File: config.mk
export PLATFORM = sky130hd
export DESIGN_NAME = spectrum_bands
export DESIGN_NICKNAME = d
export VERILOG_FILES = /design/src/rtl/vu_pkg.sv /design/src/rtl/cplx_mag.sv /design/src/rtl/spectrum_bands.sv
export SDC_FILE = /design/constraint.sdc
export NUM_CORES = 1
export LEC_CHECK = 0
export CELL_PAD_IN_SITES_DETAIL_PLACEMENT = 0
export CELL_PAD_IN_SITES_GLOBAL_PLACEMENT = 1
export CORE_MARGIN = 4
export CORE_UTILIZATION = 46
export CTS_BUF_LIST = sky130_fd_sc_hd__clkbuf_4 sky130_fd_sc_hd__clkbuf_8 sky130_fd_sc_hd__clkbuf_16
export CTS_CLUSTER_SIZE = 24
export DETAILED_ROUTE_END_ITERATION = 8
export GPL_TIMING_DRIVEN = 0
export PLACE_DENSITY_LB_ADDON = 0.1
export SLEW_MARGIN = 20
export SYNTH_ARGS = -nofsm -noshare
export SYNTH_HDL_FRONTEND = slang
export SYNTH_SLANG_ARGS = --single-unit
File: constraint.sdc
create_clock -name i_clk -period 8.17 [get_ports i_clk]
set_clock_uncertainty 0.05 [all_clocks]
set_input_delay 1.2255 -clock i_clk [delete_from_list [all_inputs] [get_ports i_clk]]
set_output_delay 1.2255 -clock i_clk [all_outputs]
set_load 0.03 [all_outputs]
File: src/rtl/vu_pkg.sv
// vu_pkg: shared types and helpers for the spectrum / level-meter display path.
// Latency: n/a (types, constants and pure functions only).
// Backpressure: n/a.
package vu_pkg;

   // Frame-drain controller states.
   typedef enum logic [1:0] {
      IDLE   = 2'd0,
      READ   = 2'd1,
      GAP    = 2'd2,
      UPDATE = 2'd3
   } state_t;

   // One extra bit above the component width holds max + min/2 without overflow.
   function automatic int mag_width(input int width);
      return width + 1;
   endfunction

   // Positive-frequency bins (1..samples/2) split evenly over the bands.
   function automatic int bins_per_band(input int samples, input int bands);
      return samples / (2 * bands);
   endfunction

   // Band for bin k; only meaningful for 1 <= k <= samples/2.
   function automatic int band_index(input int bin, input int bpb);
      return (bin - 1) / bpb;
   endfunction

endpackage

File: src/rtl/cplx_mag.sv
// cplx_mag: alpha-max-plus-beta-min magnitude estimate, |z| ~ max(|re|,|im|) + min(|re|,|im|)/2.
// Latency: combinational, no registers.
// Backpressure: none; output follows inputs.
// Ports: re, im (signed WIDTH) in; mag (unsigned WIDTH+1) out.
module cplx_mag
   import vu_pkg::*;
#(
   parameter int  WIDTH = 8,
   localparam int MAG_W = mag_width(WIDTH)
) (
   input  logic [WIDTH-1:0] re,
   input  logic [WIDTH-1:0] im,
   output logic [MAG_W-1:0] mag
);

   logic [WIDTH-1:0] abs_re;
   logic [WIDTH-1:0] abs_im;
   logic [WIDTH-1:0] hi;
   logic [WIDTH-1:0] lo;

   always_comb begin
      // Negating the most negative value wraps to 2^(WIDTH-1), which is the
      // correct magnitude when read back as unsigned.
      abs_re = re[WIDTH-1] ? -re : re;
      abs_im = im[WIDTH-1] ? -im : im;
      hi     = (abs_re > abs_im) ? abs_re : abs_im;
      lo     = (abs_re > abs_im) ? abs_im : abs_re;
      mag    = {1'b0, hi} + MAG_W'(lo >> 1);
   end

endmodule

File: src/rtl/spectrum_bands.sv
// spectrum_bands: drains one FFT frame, folds positive bins into peak-per-band levels with decay.
// Latency: 2*SAMPLES-1 cycles from first READ to UPDATE; o_valid/o_levels register on the edge leaving the last READ.
// Backpressure: none; paces the source with one strobe every 2 cycles, abandons the frame if the source runs empty.
// Ports: i_clk, i_rst_n; source bin re/im + full/empty in, o_source_strobe out; o_levels/o_valid/o_busy to display.
module spectrum_bands
   import vu_pkg::*;
#(
   parameter int  WIDTH   = 8,
   parameter int  SAMPLES = 128,
   parameter int  BANDS   = 8,
   parameter int  DECAY   = 4,
   localparam int MAG_W   = mag_width(WIDTH)
) (
   input  logic                   i_clk,
   input  logic                   i_rst_n,
   input  logic [WIDTH-1:0]       i_source_real,
   input  logic [WIDTH-1:0]       i_source_cplx,
   input  logic                   i_source_full,
   input  logic                   i_source_empty,
   output logic                   o_source_strobe,
   output logic [BANDS*MAG_W-1:0] o_levels,
   output logic                   o_valid,
   output logic                   o_busy
);

   localparam int BPB   = bins_per_band(SAMPLES, BANDS);
   localparam int IDX_W = $clog2(SAMPLES);
   localparam int LAST  = SAMPLES - 1;
   localparam int HALF  = SAMPLES / 2;

   state_t           state;
   state_t           state_nxt;
   logic [IDX_W-1:0] idx;
   logic [MAG_W-1:0] mag;
   logic             last_bin;
   logic             in_range;
   int               band_sel;

   logic [MAG_W-1:0] peak      [BANDS];
   logic [MAG_W-1:0] peak_nxt  [BANDS];
   logic [MAG_W-1:0] decayed   [BANDS];
   logic [MAG_W-1:0] level_new [BANDS];

   cplx_mag #(.WIDTH(WIDTH)) u_mag (
      .re  (i_source_real),
      .im  (i_source_cplx),
      .mag (mag)
   );

   assign last_bin = (int'(idx) == LAST);
   // DC (bin 0) and the mirrored upper half are read but never accumulated.
   assign in_range = (int'(idx) >= 1) && (int'(idx) <= HALF);
   assign band_sel = band_index(int'(idx), BPB);

   // ---------------- FSM ----------------
   always_ff @(posedge i_clk or negedge i_rst_n) begin
      if (!i_rst_n) state <= IDLE;
      else          state <= state_nxt;
   end

   always_comb begin
      state_nxt = state;
      case (state)
         IDLE:    if (i_source_full) state_nxt = READ;
         READ: begin
            if (last_bin)            state_nxt = UPDATE;
            else if (i_source_empty) state_nxt = IDLE;
            else                     state_nxt = GAP;
         end
         GAP:     state_nxt = i_source_empty ? IDLE : READ;
         UPDATE:  state_nxt = IDLE;
         default: state_nxt = IDLE;
      endcase
   end

   // ---------------- peak and level math ----------------
   // peak_nxt includes the bin being read this cycle, so the level update can
   // be taken on the edge that leaves the last READ.
   always_comb begin
      for (int b = 0; b < BANDS; b++) begin
         peak_nxt[b] = peak[b];
         if ((state == READ) && in_range && (band_sel == b) && (mag > peak[b]))
            peak_nxt[b] = mag;
         decayed[b] = (o_levels[b*MAG_W +: MAG_W] > MAG_W'(DECAY))
                    ? o_levels[b*MAG_W +: MAG_W] - MAG_W'(DECAY)
                    : '0;
         level_new[b] = (peak_nxt[b] > decayed[b]) ? peak_nxt[b] : decayed[b];
      end
   end

   // ---------------- registers ----------------
   always_ff @(posedge i_clk or negedge i_rst_n) begin
      if (!i_rst_n) begin
         idx             <= '0;
         o_source_strobe <= 1'b0;
         o_busy          <= 1'b0;
         o_valid         <= 1'b0;
         o_levels        <= '0;
         for (int b = 0; b < BANDS; b++) peak[b] <= '0;
      end else begin
         // Strobe and busy are registered from the next state so they line up
         // exactly with the READ / non-IDLE cycles.
         o_source_strobe <= (state_nxt == READ);
         o_busy          <= (state_nxt != IDLE);
         o_valid         <= (state == READ) && last_bin;

         if (state == IDLE)     idx <= '0;
         else if (state == GAP) idx <= idx + IDX_W'(1);

         for (int b = 0; b < BANDS; b++)
            peak[b] <= (state == IDLE) ? '0 : peak_nxt[b];

         if ((state == READ) && last_bin)
            for (int b = 0; b < BANDS; b++)
               o_levels[b*MAG_W +: MAG_W] <= level_new[b];
      end
   end

endmodule

==> impl_metrics.env <==
export IMPL_status="finished with violations"
export IMPL_violations="negative setup slack"
export IMPL_r2r_start="idx[3]$_DFFE_PN0P_"
export IMPL_dr_wl_met2_mm=20.8
export IMPL_hold_viol_final=0
export IMPL_clk_pin_slew_ns=0.07
export IMPL_avgViaCountPerCell=5.65
export IMPL_cts_hold_buf=0
export IMPL_hold_class="reg -> reg"
export IMPL_leakage_nw=8.31
export IMPL_switching_share_pct=43.7
export IMPL_cts_root_buffer="clkbuf_16"
export IMPL_finalCriticalPeriod_ns=8.18
export IMPL_tightest_slew_ns=1.21
export IMPL_grt_max_degree=91
export IMPL_fillers=2406
export IMPL_maxCapViolations=0
export IMPL_multiInputGateArea_mm2=0.0105
export IMPL_dpl_hpwl_mm=28.7
export IMPL_yosysUniqueCellTypes=87
export IMPL_ys_ff_latch=156
export IMPL_cts_tree="yes"
export IMPL_fin_area_mm2=0.0185
export IMPL_drtIter0Drc=762
export IMPL_p_sw_mw=1.54
export IMPL_min_delay_start="o_levels[3]$_DFFE_PN0P_"
export IMPL_synth_cells=1616
export IMPL_rsz0062_at_grt="true"
export IMPL_clk_latency_ns=0.45
export IMPL_slowest_delay_ns=0.40
export IMPL_crit_start="i_source_real[1]"
export IMPL_finalNonFillerCells=2267
export IMPL_setup_slack_ns=-0.0124
export IMPL_regArea_mm2=0.00390
export IMPL_dr_wl_met3_mm=1.97
export IMPL_finalWirelength_mm=43.4
export IMPL_route_detailed_wl_per_inst_um=19.1
export IMPL_timing_rr_end="o_levels[4]$_DFFE_PN0P_"
export IMPL_yosys_cell_count_top_type="ha_1"
export IMPL_synthFlopType="dfrtp_1"
export IMPL_async_flop_share_pct=100
export IMPL_cp_required_ns=8.48
export IMPL_placed_area_mm2=0.0154
export IMPL_synth_top_area_share_pct=29.1
export IMPL_cts_sinks=156
export IMPL_setup_viol_count_final=5
export IMPL_synth_commonest_cells="172 x ha_1, 156 x dfrtp_1, 151 x nand2_1"
export IMPL_place_port_buffers=94
export IMPL_synth_warnings=0
export IMPL_rr_worst_depth=26
export IMPL_die_h_um=179
export IMPL_wl_met1_mm=19.5
export IMPL_die_area_mm2=0.0319
export IMPL_finalWeightedCongestion=0.854
export IMPL_period_share_pct=100
export IMPL_start_kind="input pin"
export IMPL_max_freq_mhz=122
export IMPL_core_mm2=0.0287
export IMPL_final_nets=2063
export IMPL_dieWidth_um=179
export IMPL_gr_usage_all_layers_pct=26.3
export IMPL_cts_buffers=17
export IMPL_ant_nets=0
export IMPL_grt_pass1_vias=12400
export IMPL_drcViolationCount=0
export IMPL_antenna_found_initial=0
export IMPL_num_vias=12800
export IMPL_p_comb_share_pct=54.6
export IMPL_num_rows=62
export IMPL_num_io_pins=95
export IMPL_syn_to_final_growth_pct=38.4
export IMPL_seq_power_share_pct=22.1
export IMPL_synth_seq_area_share_pct=29.1
export IMPL_worst_setup_path_end_kind="flop"
export IMPL_cellPowerDensity_mw_per_mm2=190
export IMPL_yosys_area_top_type="dfrtp_1"
export IMPL_min_path_cells=2
export IMPL_cp_max_fo=5
export IMPL_slowest_stage="or3_4"
export IMPL_synth_area_leaders="dfrtp_1 29%, ha_1 16%, nand2_1 4.2%"
export IMPL_holdPathEnd="o_levels[3]$_DFFE_PN0P_"
export IMPL_drive_gt1_share_pct=26.3
export IMPL_synth_edf_count=0
export IMPL_dp_cells=2097
export IMPL_grt_ovfl_total=0
export IMPL_internal_power_mw=1.98
export IMPL_syn_area_mm2=0.0134
export IMPL_synth_area_per_cell_um2=8.30
export IMPL_clockBufferDepth=2
export IMPL_grt_pass1_wl_mm=65.8
export IMPL_cp_arrival_ns=8.49
export IMPL_worst_ir_drop_vdd_uv=172
export IMPL_antenna_cells=0
export IMPL_crit_type="in -> reg"
export IMPL_clkPwrFrac_pct=23.3
export IMPL_h_tree_depth=4
export IMPL_drv_slew=0
export IMPL_rrSetupSlack_ns=0.92
export IMPL_start_util_pct=46.7
export IMPL_maxUsedRoutingLayer="met4"
export IMPL_drtPass1Iterations=5
export IMPL_relSlewSlack_pct=19.4
export IMPL_syn_nets=1809
-- placed cells by master (no fill, tap or decap), types with 28 or more instances in the layout --
| cell type | instances |
|---|---|
| a21oi_1 | 60 |
| nand2_1 | 136 |
| buf_6 | 35 |
| nand3_1 | 29 |
| dfrtp_1 | 156 |
| inv_1 | 130 |
| nand2b_1 | 29 |
| o21ai_0 | 45 |
| o21ai_1 | 41 |
| clkbuf_1 | 31 |
| nor2b_1 | 60 |
| nor2_1 | 133 |
| xor2_1 | 28 |
| ha_4 | 31 |
| clkdlybuf4s50_1 | 79 |
| buf_4 | 106 |
| ha_1 | 138 |
-- timing repair --
action                     4_1_cts  5_1_grt
gates resized for setup        164      222
cloned                           5       10
setup endpoints to repair      137       72
pin swaps                       64      123
setup buffers                   65       60
-- worst max-delay path, delay by kind of cell --
family / cells / cell delay, ns
buffers and inverters: 10 / 1.27
AOI/OAI and AO/OA: 11 / 1.81
and+or+nand+nor: 12 / 2.17
xor gates and xnor gates: 2 / 0.39
adders and majority gates: 4 / 1.04
muxes: 2 / 0.56
-- through the flow --
stage | hold slack [ns] | TNS, ns | setup slack (ns) | total power, mW | util [%]
after floorplan | 0.454 | -6.06 | -0.237 | 1.72 | -
after global routing | 0.509 | -13.77 | -0.324 | 3.74 | 64.6
after detailed placement | 0.476 | -206.43 | -2.46 | 2.22 | 53.5
after global placement | 0.459 | -382.23 | -2.54 | 2.15 | 53.2
after CTS | 0.492 | -0.499 | -0.0640 | 3.28 | 59.7
final | 0.490 | -0.0414 | -0.0124 | 3.52 | 64.6
-- power by group through the flow --
stage | clock network [mW] | registers [mW] | logic [mW]
floorplan | 0 | 0.798 | 0.925
global placement | 0 | 0.795 | 1.35
detailed placement | 0 | 0.795 | 1.42
CTS | 0.836 | 0.780 | 1.66
global route | 0.867 | 0.780 | 2.09
finish | 0.820 | 0.780 | 1.92
-- kinds of logic (layout without fill, tap and decap cells) --
| kind of cell | Yosys count | in the layout | synth area share [%] |
|---|---|---|---|
| AO/OA/AOI/OAI | 365 | 367 | 17.3 |
| XOR/XNOR | 58 | 58 | 3.79 |
| adder cells (fa/ha/maj) | 178 | 178 | 16.6 |
| buffers and inverters | 203 | 467 | 5.88 |
| flip-flops | 156 | 156 | 29.1 |
| multiplexers | 62 | 62 | 5.05 |
| AND/OR/NAND/NOR | 594 | 595 | 22.3 |
-- layout make-up --
cell class / instances / area share (%)
Multi-Input combinational cell: 1260 / 56.4
Clock inverter: 15 / 0.836
Clock buffer: 17 / 2.29
Sequential cell: 156 / 21.0
Timing Repair Buffer: 233 / 11.5
Buffer: 51 / 2.10
Tap cell: 384 / 2.59
Inverter: 151 / 3.20
-- routing by layer --
layer	GRT usage [%]	vias to the layer above
met5	0	-
met4	8.25	0
met1	35.5	6229
met3	3.54	68
li1	-	6210
met2	43.9	308
-- state kept, by name (all words and copies together), names as in the netlist --
signal,count
state,2
o_busy,1
idx,7
o_levels,72
peak,72
o_valid,1
o_source_strobe,1
-- worst max path at each step --
stage,end,slack (ns),depth (start not counted)
after floorplan,o_levels[4]$_DFFE_PN0P_,-0.24,38
after detailed placement,o_levels[39]$_DFFE_PN0P_,-2.46,36
after CTS,o_levels[53]$_DFFE_PN0P_,-0.06,37
after global routing,o_levels[61]$_DFFE_PN0P_,-0.32,42
final,o_levels[4]$_DFFE_PN0P_,-0.01,41
after global placement,o_levels[7]$_DFFE_PN0P_,-2.54,36
Note: power is estimated with default switching activity, not from simulation.
